--- config.mk ---
export PLATFORM = sky130hd
export DESIGN_NAME = mem_port_arbiter
export DESIGN_NICKNAME = d
export VERILOG_FILES = /design/src/rtl/mem_port_arb_pkg.sv /design/src/rtl/rr_arb2.sv /design/src/rtl/mem_port_arbiter.sv
export SDC_FILE = /design/constraint.sdc
export NUM_CORES = 1
export LEC_CHECK = 0
export CAP_MARGIN = 0
export CORE_AREA = 5 5 45 47
export DETAILED_ROUTE_END_ITERATION = 6
export DIE_AREA = 0 0 50 52
export MAX_ROUTING_LAYER = met4
export PLACE_DENSITY = 0.73
export SLEW_MARGIN = 20
export SYNTH_ARGS = -nofsm -noshare
export SYNTH_HDL_FRONTEND = slang
export SYNTH_SLANG_ARGS = --single-unit
--- constraint.sdc ---
create_clock -name clk -period 1.55 [get_ports clk]
set_clock_uncertainty 0.15 [all_clocks]
set_input_delay 0.155 -clock clk [delete_from_list [all_inputs] [get_ports clk]]
set_output_delay 0.155 -clock clk [all_outputs]
set_load 0.005 [all_outputs]
--- src/rtl/mem_port_arb_pkg.sv ---
// -----------------------------------------------------------------------------
// mem_port_arb_pkg
// Shared types and defaults for the two-requester Mem port arbiter.
//   arb_state_t : arbiter FSM states (IDLE, ACCESS, DONE)
//   req_id_t    : requester id, 0 = req0, 1 = req1
//   ADDR_W_DEF / DATA_W_DEF : default widths matching the Mem block
// -----------------------------------------------------------------------------
package mem_port_arb_pkg;

  localparam int ADDR_W_DEF = 2;
  localparam int DATA_W_DEF = 2;

  typedef enum logic [1:0] {
    IDLE   = 2'd0,
    ACCESS = 2'd1,
    DONE   = 2'd2
  } arb_state_t;

  typedef logic req_id_t;

endpackage

--- src/rtl/rr_arb2.sv ---
// -----------------------------------------------------------------------------
// rr_arb2
// Two-way arbiter. Combinational one-hot grant from {valid1, valid0}; the
// round-robin pointer moves to favour the other requester on a done strobe.
// Build option: MEM_PORT_ARB_FIXED_PRIO_EN selects fixed priority (req0 wins,
// no pointer).
// Ports:
//   clk      in   system clock
//   rst      in   synchronous active-high reset (pointer favours req0)
//   valid    in   [1:0] request valids, bit n = requester n
//   done_stb in   access finished this cycle
//   done_id  in   requester that owned the finished access
//   grant    out  [1:0] one-hot grant (all zero when nothing is valid)
// -----------------------------------------------------------------------------
module rr_arb2
  import mem_port_arb_pkg::*;
(
  input  logic       clk,
  input  logic       rst,
  input  logic [1:0] valid,
  input  logic       done_stb,
  input  req_id_t    done_id,
  output logic [1:0] grant
);

`ifdef MEM_PORT_ARB_FIXED_PRIO_EN

  always_comb begin
    grant = 2'b00;
    if (valid[0])      grant = 2'b01;
    else if (valid[1]) grant = 2'b10;
  end

  // Pointer inputs have no meaning in fixed-priority mode.
  logic unused_rr;
  assign unused_rr = ^{clk, rst, done_stb, done_id};

`else

  // 0 favours req0, 1 favours req1.
  req_id_t ptr;

  always_ff @(posedge clk) begin
    if (rst)           ptr <= 1'b0;
    else if (done_stb) ptr <= ~done_id;
  end

  always_comb begin
    grant = 2'b00;
    case (valid)
      2'b01:   grant = 2'b01;
      2'b10:   grant = 2'b10;
      2'b11:   grant = ptr ? 2'b10 : 2'b01;
      default: grant = 2'b00;
    endcase
  end

`endif

endmodule

--- src/rtl/mem_port_arbiter.sv ---
// -----------------------------------------------------------------------------
// mem_port_arbiter
// Shares the single-port Mem block between two requesters. A winning request
// is latched in IDLE, drives the memory for exactly one ACCESS cycle, and
// completes with a done pulse (plus read data) in DONE. mem_load stays 1 at
// all times except the ACCESS cycle of a write.
// Build option: MEM_PORT_ARB_FIXED_PRIO_EN (fixed priority, see rr_arb2).
//
//   state  | meaning
//   -------+------------------------------------------------------------
//   IDLE   | sample valids, pulse winner's ready, latch its request
//   ACCESS | drive Mem from the latch; capture read data at cycle end
//   DONE   | pulse winner's done with rdata; advance round-robin pointer
//
// Ports:
//   clk, rst                 clock, synchronous active-high reset
//   reqN_valid/load/addr/wdata  request from requester N (load 1 = read)
//   reqN_ready               one-cycle accept pulse
//   reqN_done                one-cycle completion pulse
//   reqN_rdata               read data, valid while reqN_done is high
//   mem_address/mem_val/mem_load  to Mem
//   mem_loaded_stored        read data from Mem
// -----------------------------------------------------------------------------
module mem_port_arbiter
  import mem_port_arb_pkg::*;
#(
  parameter int ADDR_W = ADDR_W_DEF,
  parameter int DATA_W = DATA_W_DEF
) (
  input  logic              clk,
  input  logic              rst,

  input  logic              req0_valid,
  input  logic              req0_load,
  input  logic [ADDR_W-1:0] req0_addr,
  input  logic [DATA_W-1:0] req0_wdata,
  output logic              req0_ready,
  output logic              req0_done,
  output logic [DATA_W-1:0] req0_rdata,

  input  logic              req1_valid,
  input  logic              req1_load,
  input  logic [ADDR_W-1:0] req1_addr,
  input  logic [DATA_W-1:0] req1_wdata,
  output logic              req1_ready,
  output logic              req1_done,
  output logic [DATA_W-1:0] req1_rdata,

  output logic [ADDR_W-1:0] mem_address,
  output logic [DATA_W-1:0] mem_val,
  output logic              mem_load,
  input  logic [DATA_W-1:0] mem_loaded_stored
);

  arb_state_t        state, next_state;
  logic [1:0]        grant;
  logic              accept;
  logic              ready0_c, ready1_c, done0_c, done1_c;

  logic              lat_load;
  logic [ADDR_W-1:0] lat_addr;
  logic [DATA_W-1:0] lat_wdata;
  req_id_t           lat_id;
  logic [DATA_W-1:0] rdata_q;

  rr_arb2 u_arb (
    .clk      (clk),
    .rst      (rst),
    .valid    ({req1_valid, req0_valid}),
    .done_stb (state == DONE),
    .done_id  (lat_id),
    .grant    (grant)
  );

  always_ff @(posedge clk) begin
    if (rst) state <= IDLE;
    else     state <= next_state;
  end

  always_comb begin
    next_state = state;
    accept     = 1'b0;
    ready0_c   = 1'b0;
    ready1_c   = 1'b0;
    done0_c    = 1'b0;
    done1_c    = 1'b0;
    mem_load   = 1'b1;
    case (state)
      IDLE: begin
        if (|grant) begin
          accept     = 1'b1;
          ready0_c   = grant[0];
          ready1_c   = grant[1];
          next_state = ACCESS;
        end
      end
      ACCESS: begin
        mem_load   = lat_load;
        next_state = DONE;
      end
      DONE: begin
        done0_c    = (lat_id == 1'b0);
        done1_c    = (lat_id == 1'b1);
        next_state = IDLE;
      end
      default: next_state = IDLE;
    endcase
  end

  // Handshakes are suppressed while rst is high so a reset cycle never
  // reports an accept or a completion that is about to be discarded.
  assign req0_ready = ready0_c & ~rst;
  assign req1_ready = ready1_c & ~rst;
  assign req0_done  = done0_c & ~rst;
  assign req1_done  = done1_c & ~rst;

  always_ff @(posedge clk) begin
    if (rst) begin
      lat_load  <= 1'b1;
      lat_addr  <= '0;
      lat_wdata <= '0;
      lat_id    <= 1'b0;
      rdata_q   <= '0;
    end else begin
      if (accept) begin
        lat_id    <= grant[1];
        lat_load  <= grant[1] ? req1_load  : req0_load;
        lat_addr  <= grant[1] ? req1_addr  : req0_addr;
        lat_wdata <= grant[1] ? req1_wdata : req0_wdata;
      end
      // Writes leave rdata_q alone so it keeps the last read value.
      if ((state == ACCESS) && lat_load)
        rdata_q <= mem_loaded_stored;
    end
  end

  // The latch itself drives the address/data pins, so they only change on
  // an accept and otherwise hold their last value.
  assign mem_address = lat_addr;
  assign mem_val     = lat_wdata;

  assign req0_rdata = req0_done ? rdata_q : '0;
  assign req1_rdata = req1_done ? rdata_q : '0;

endmodule

# Word level (Yosys, flattened, before mapping)
# Cells that the tools add are included.
# classes
n_eq_ne	6
mux	18
bitwise_logic	6
n_reduce_logical	3
# ops
op	count
$mux 2	6
$mux 1	10
$eq 2x2->1 const B	3
$pmux 2 s3	1
$and 1x1->1	4
$eq 2x1->1 const B	2
$pmux 2 s2	1
$logic_not 2->1	1
$ne 2x2->1 const B	1
$not 1->1	2
$reduce_or 2->1	1
$logic_and 1x1->1	1
# totals
regBits	11
in_bits	16
out_inout_bits	13
wordCells	40

# Logic depth before layout (Yosys ltp)
# Gate-level depths: netlist of the first run.
# depth
ltp_word	6
mapped_depth	4
mapped_depth_nobuf	3

# Cells and area by module
# A second synthesis of the first run with hierarchy kept.
# unflattened
hier_cells	60
hier_area_um2	560.5
# modules_own_cells
mod	n_inst	cells_per_inst	area_per_inst_um2	seq_area_each_um2
mem_port_arbiter	1	54	505.5	200.2
rr_arb2	1	6	55.1	20.0

# Worst setup path before layout of the first run
# OpenSTA, ideal clock, no wires.
# synth_timing
path_type	register to output
startpoint	register state[0]
endpoint	output req1_rdata[0]
arrival_ns	0.913
required_ns	1.245
setup_slack_ns	0.332
path_stages_with_launch	4
n_path_buf	0
path_cell_list	dfxtp_1 -> nand2b_1 -> nor3b_2 -> and2_1
# synth_via
elab_chain_cells	4
# synth_rtl
element	line	rtl
start: declaration	mem_port_arbiter.sv:55	arb_state_t state, next_state;
start signal: assignment	mem_port_arbiter.sv:77	else state <= next_state;
$eq 2x2->1	mem_port_arbiter.sv:88	case (state)
$mux 1	mem_port_arbiter.sv:88	
$and 1x1->1	mem_port_arbiter.sv:115	assign req1_done = done1_c & ~rst;
via req1_done	mem_port_arbiter.sv:46	output logic req1_done,
$mux 2	mem_port_arbiter.sv:143	assign req1_rdata = req1_done ? rdata_q : '0;
end: declaration	mem_port_arbiter.sv:47	output logic [DATA_W-1:0] req1_rdata,
# The timed path passes the listed nets, and every way through them passes these cells.

# Worst setup path in the final report of the first run
# layout_timing
startpoint	register state[0]
endpoint	output req1_rdata[0]
# layout_via
elab_chain_cells	4
# layout_rtl
element	line
$eq 2x2->1	mem_port_arbiter.sv:88
$mux 1	mem_port_arbiter.sv:88
$and 1x1->1	mem_port_arbiter.sv:115
$mux 2	mem_port_arbiter.sv:143
# Every way passes these cells.

==> flow_summary_export.csv, run 1 <==
group,metric,value,unit
status,status,"finished, violations left",
status,violations,"setup timing",
clock_network,htreeDepth,1,
synth,syn_area,543,µm²
pwr,peakVddDrop,0.440,mV
layout,drive_above_1_share,32.4,%
job,maxCapViolCount,0,
layout,fin_util,61.3,%
worst_hold_path,hp-class,"in -> reg",
synth,synth_compound_area_share,14.1,%
layout,finalNetCount,128,
synth,synth.distinct_cells,22,
global_routing,grt_pass1_wl,2.65,mm
synth,synth_fa_ha_area_share,0,%
placement,gp_congestion,0.776,
route,dr_wl_met2,777,µm
worst_setup_path,r2r-end,"mem_val[1]",
clock_network,clkTransAtPathRegs,0.07,ns
synth,syn_nets,80,
timing,setup_viol,3,
worst_setup_path,cp_max_fo,3,
route,wl_met1,687,µm
route,antenna_left,0,
global_routing,grt_max_degree,9,
synth,avgSynthCellArea,8.48,µm²
worst_setup_path,cp_slowest_stage_delay,0.32,ns
worst_setup_path,crit_path_top_delay_cell,"dfxtp_2",
synth,synth_simple_gate_area_share,38.2,%
route,via_per_inst,4.92,
timing,fmax,0.629,GHz
pwr,switchingPower,189,µW
clock_network,tritoncts,"built",
worst_setup_path,critical_path_class,"reg -> out",
route,drc_errors,0,
timing,rsz0062_at_grt,"yes",
clock_network,clock_sinks,11,
clock_network,ctsLongestPathBuffers,2,
floorplan,io-pin-count,29,
timing,finalCritPeriodShare,103,%
worst_setup_path,reg2reg_depth,4,
timing,tightest_slew,0.290,ns
timing,setup_tns,-0.0805,ns
synth,synthTopCellsByCount,"dfxtp_1 (11), nand3_1 (10), nor2_1 (7), o21ai_1 (6)",
clock_network,clock_latency,0.26,ns
timing,min_period,1.59,ns
placement,dpl.cell_count,121,
worst_hold_path,hold_path_depth,3,
pwr,combPwrFrac,29.4,%
clock_network,cts_buffers,3,
pwr,internal-power,533,µW
floorplan,die_w,50,µm
floorplan,start_util,33.6,%
synth,synth_area_leaders,"dfxtp_1 (41%), nand3_1 (9.2%), o21ai_1 (5.5%), nor2_1 (4.8%), a31oi_1 (4.6%)",
route,first_pass_iters,1,
synth,syn_inst,64,
worst_hold_path,worstHoldEndpoint,"mem_address[1]",
synth,muxShareOfSynthArea,3.69,%
synth,async_flop_share,0,%
placement,place.detailed.hpwl,1.22,mm
worst_setup_path,reg2reg_from,"state[1]",
worst_setup_path,worstPathRequired,1.24,ns
floorplan,die_h,52,µm
synth,synth_edf_count,0,
global_routing,antenna_found_initial,0,
route,vias,630,
pwr,powerDensity,730,nW/µm²
clock_network,hold_buffers,0,
pwr,power.share.clock,26.0,%
route,maxUsedRoutingLayer,"met4",
layout,final_cells,128,
synth,yosys.cell_count.top_type,"dfxtp_1",
synth,synthXorXnorAreaFrac,0,%
route,drt_iter0_markers,0,
global_routing,track_usage,14.2,%
pwr,power_switching_share,26.2,%
global_routing,grt_pass1_vias,629,
clock_network,ctsRootBufferMaster,"clkbuf_4",
synth,synth_area_leader_cell,"dfxtp_1",
route,wl,1.64,mm
synth,synth.ff_latch_count,11,
placement,io_buffers,28,
worst_hold_path,min-delay-start,"req1_addr[1]",
timing,finalHoldViolCount,0,
synth,synth_seq_area_share,40.6,%
worst_setup_path,r2r_slack,0.22,ns
pwr,p_seq_share,44.6,%
pwr,power.leakage,0.000435,µW
route,wl_met3,133,µm
worst_setup_path,path_cells,"nand2b_4 > buf_6 > nor3b_4 > and2_1 > buf_2",
timing,slew_headroom,80.6,%
worst_setup_path,cp-end-kind,"primary output",
worst_setup_path,cp.arrival,1.28,ns
timing,fin_ws,-0.0400,ns
synth,synth_top_family_by_area,"simple AND/OR/NAND/NOR gates",
timing,finalMaxSlewViolations,0,
pwr,finalPower,722,µW
worst_setup_path,path_delay_family,"simple AND/OR/NAND/NOR gates",
synth,ys.flop_type,"dfxtp_1",
worst_setup_path,worstSetupStartpointType,"flip-flop",
layout,area_growth_syn_to_layout,82.3,%
route,wl_per_cell,12.8,µm
placement,place_ws,-0.314,ns
floorplan,num_rows,15,
worst_setup_path,worstPathBufferInverterCount,2,
floorplan,die_area,2600,µm²
layout,antennaDiodeCount,0,
synth,ys_warn_count,0,
synth,synth_top_area_share,40.6,%
floorplan,fp.coreArea,1610,µm²
global_routing,grt.overflow.total,0,
## state kept, by name (all words and copies together), names as in the netlist
signal,count
state,2
lat_id,1
lat_load,1
mem_address,2
u_arb.ptr,1
rdata_q,2
mem_val,2
## cells by family (layout without fill, tap and decap cells)
group | Yosys count | after routing
AOI/OAI and AO/OA | 13 | 13
buffers and inverters | 3 | 50
DFF | 11 | 11
muxes | 2 | 2
and+or+nand+nor | 35 | 35
## repair_timing
action,CTS,global route
gates resized for setup,32,14
setup endpoints to repair,9,7
setup buffers,1,2
pin swaps,8,9
## metal layers
metal	vias to the layer above	GRT usage, %
li1	330	-
met5	-	-
met4	0	9.17
met2	25	23.8
met3	4	4.30
met1	271	14.1
## layout by cell type (no fill, tap or decap), types with 2 or more instances in the layout
cell type / synthesis / routed
a21oi_1: 2 / 2
a31oi_1: 4 / 4
and2_1: 4 / 4
buf_2: 0 / 7
buf_4: 0 / 14
buf_6: 1 / 3
clkbuf_4: 0 / 3
clkdlybuf4s50_1: 0 / 17
dfxtp_1: 11 / 9
dlygate4sd2_1: 0 / 3
mux2i_1: 2 / 2
nand2_1: 2 / 2
nand3_1: 10 / 10
nor2_1: 7 / 6
nor3b_1: 2 / 2
nor3b_4: 0 / 2
o21ai_1: 6 / 6
## stage by stage
step | area (µm²) | hold WS, ns
2_1_floorplan | 543 | 0.0808
3_3_place_gp | 935 | 0.339
3_5_place_dp | 935 | 0.336
4_1_cts | 988 | 0.303
5_1_grt | 990 | 0.321
6_report | 990 | 0.304
## power groups by stage
| stage | Combinational (µW) | Sequential (µW) | Clock [µW] |
|---|---|---|---|
| after floorplan | 77.9 | 328 | 0 |
| after global placement | 194 | 325 | 0 |
| after detailed placement | 196 | 326 | 0 |
| after CTS | 203 | 321 | 195 |
| after global routing | 231 | 324 | 212 |
| final | 213 | 322 | 188 |
## area by class of cell
cell class / count / area [µm²]
clock buffer: 4 / 26.3
inverter: 1 / 3.75
tap: 17 / 21.3
multi-input combinational: 50 / 338
timing repair buffer: 45 / 375
fill: 152 / 624
sequential: 11 / 225
## how the worst max path moves through the flow
stage,startpoint,end,slack (ns),cells past startpoint
CTS,state[0],req1_rdata[0],-0.17,5
global placement,rst,req1_rdata[0],-0.31,4
floorplan,state[0],req1_rdata[0],0.33,3
finish,state[0],req1_rdata[0],-0.04,5
detailed placement,rst,req1_rdata[0],-0.31,4
global route,state[0],req1_rdata[0],-0.10,5
## worst register-to-register path, stage by stage (launching register included)
cell and delay, ns:
dfxtp_4 0.36, buf_6 0.13, or2_1 0.31, o21ai_1 0.17, a31oi_1 0.09
Note: power is estimated with default switching activity, not from simulation.
==> run 2, diff against run 1 <==
CORE_AREA = 5 5 47 49   (was 5 5 45 47)
CTS_CLUSTER_DIAMETER = 100   (was not set)
DIE_AREA = 0 0 52 54   (was 0 0 50 52)
PLACE_DENSITY = 0.69   (was 0.73)
clock period = 1.3 ns   (was 1.55 ns; I/O delays follow)
==> flow_summary_export.csv, run 2 (same netlist as run 1, synthesis figures left out) <==
group,metric,value,unit
worst_setup_path,cp.arrival,1.25,ns
floorplan,io-pin-count,29,
clock_network,clock_sinks,11,
worst_setup_path,cp-end-kind,"primary output",
floorplan,num_rows,16,
timing,tightest_slew,0.272,ns
layout,antennaDiodeCount,0,
worst_setup_path,r2r-end,"mem_val[1]",
layout,layout_commonest_cell,"buf_4",
route,wl_met3,151,µm
status,status,"finished, violations left",
worst_hold_path,hp-class,"in -> reg",
worst_setup_path,cp_max_fo,4,
layout,final_cell_mix,"buf_4 (15), clkdlybuf4s50_1 (12), nand3_1 (10)",
route,wl_per_cell,12.2,µm
pwr,powerDensity,845,nW/µm²
worst_setup_path,setup.worst_path.start,"state[1]",
route,antenna_left,0,
timing,holdWs,0.245,ns
global_routing,antenna_found_initial,0,
route,via_per_inst,4.70,
global_routing,grt_pass1_wl,2.86,mm
pwr,power.leakage,0.000468,µW
timing,setup_viol,16,
route,drt_iter0_markers,4,
layout,area_growth_syn_to_layout,94.2,%
clock_network,tritoncts,"built",
route,wl_met1,728,µm
global_routing,track_usage,14.6,%
clock_network,clkTransAtPathRegs,0.07,ns
timing,fmax,0.654,GHz
pwr,peakVddDrop,0.507,mV
timing,finalMaxSlewViolations,0,
route,dr_wl_met2,789,µm
layout,nFillCells,166,
clock_network,htreeDepth,1,
timing,min_period,1.53,ns
worst_setup_path,reg2reg_depth,6,
layout,fin_util,57.9,%
worst_setup_path,critical_path_class,"reg -> out",
clock_network,ctsRootBufferMaster,"clkbuf_4",
worst_setup_path,worstPathRequired,1.02,ns
worst_setup_path,r2r_slack,-0.22,ns
global_routing,grt_max_degree,9,
clock_network,clock_latency,0.27,ns
floorplan,start_util,29.8,%
timing,slew_headroom,81.9,%
layout,drive_above_1_share,40.7,%
timing,finalHoldViolCount,0,
placement,gp_congestion,0.774,
job,maxCapViolCount,0,
worst_setup_path,crit_end,"mem_load",
worst_setup_path,reg2reg_from,"state[1]",
placement,io_buffers,28,
clock_network,ctsLongestPathBuffers,2,
route,maxUsedRoutingLayer,"met4",
clock_network,cts_buffers,3,
floorplan,die_area,2810,µm²
worst_setup_path,worstSetupStartpointType,"flip-flop",
timing,setup_tns,-2.69,ns
global_routing,grt.overflow.total,0,
layout,finalNetCount,130,
timing,fin_ws,-0.228,ns
floorplan,fp.coreArea,1820,µm²
route,vias,658,
clock_network,hold_buffers,0,
route,drc_errors,0,
timing,rsz0062_at_grt,"yes",
status,violations,"setup timing",
timing,finalCritPeriodShare,118,%
floorplan,die_h,54,µm
route,first_pass_iters,2,
route,wl,1.71,mm
floorplan,die_w,52,µm
global_routing,grt_pass1_vias,674,
placement,place.detailed.hpwl,1.29,mm
run 2: cell types whose count changed in the layout (fill, tap and decap cells not counted), moves of 4 or more:
cell,delta
o21ai_2,+5
o21ai_1,-5
clkdlybuf4s50_1,-5
dlygate4sd2_1,+4
run 2: cell type report:
class	count	area [µm²]	area share (%)
sequential	11	228	21.6
timing repair buffer	47	399	37.8
clock buffer	4	26.3	2.49
multi-input combinational	50	364	34.5
tap	27	33.8	3.20
inverter	1	3.75	0.356
run 2: through the flow:
| step | cell area, µm² | cells | total power, µW | worst slack, ns |
|---|---|---|---|---|
| 6_report | 1050 | 140 | 891 | -0.228 |
| 2_1_floorplan | 543 | 64 | 483 | 0.107 |
| 3_3_place_gp | 947 | 131 | 624 | -0.502 |
| 3_5_place_dp | 947 | 131 | 629 | -0.506 |
| 4_1_cts | 993 | 137 | 876 | -0.218 |
| 5_1_grt | 1050 | 140 | 943 | -0.304 |
run 2: what timing repair did:
action / 4_1_cts / 5_1_grt
setup endpoints to repair: 19 / 18
pin swaps: 11 / 16
gates resized for setup: 54 / 10
gates cloned: 0 / 0
setup buffers: 2 / 3
hold endpoints to repair: 0 / 0
run 2: how the worst min path moves through the flow:
stage | from | to | depth (start not counted)
after floorplan | rst | state[1] | 1
after global placement | rdata_q[1] | rdata_q[1] | 2
after detailed placement | mem_val[1] | mem_val[1] | 2
after CTS | req0_valid | lat_id | 4
after global routing | req0_addr[1] | mem_address[1] | 3
final | req0_valid | lat_id | 4
run 2: layer usage:
| layer | global-route usage, % | vias to the layer above |
|---|---|---|
| li1 | - | 333 |
| met1 | 16.2 | 293 |
| met2 | 23.2 | 27 |
| met3 | 4.16 | 5 |
| met4 | 9.17 | 0 |
| met5 | - | - |
run 2: critical path: stages, from the launching register on:
cell and delay (ns):
dfxtp_4 0.37, buf_6 0.12, or3b_1 0.36, buf_2 0.13
run 2: report_power, final:
group	switching (µW)	total (µW)	internal (µW)
registers	21.9	386	364
clock network	110	229	119
logic	112	276	165
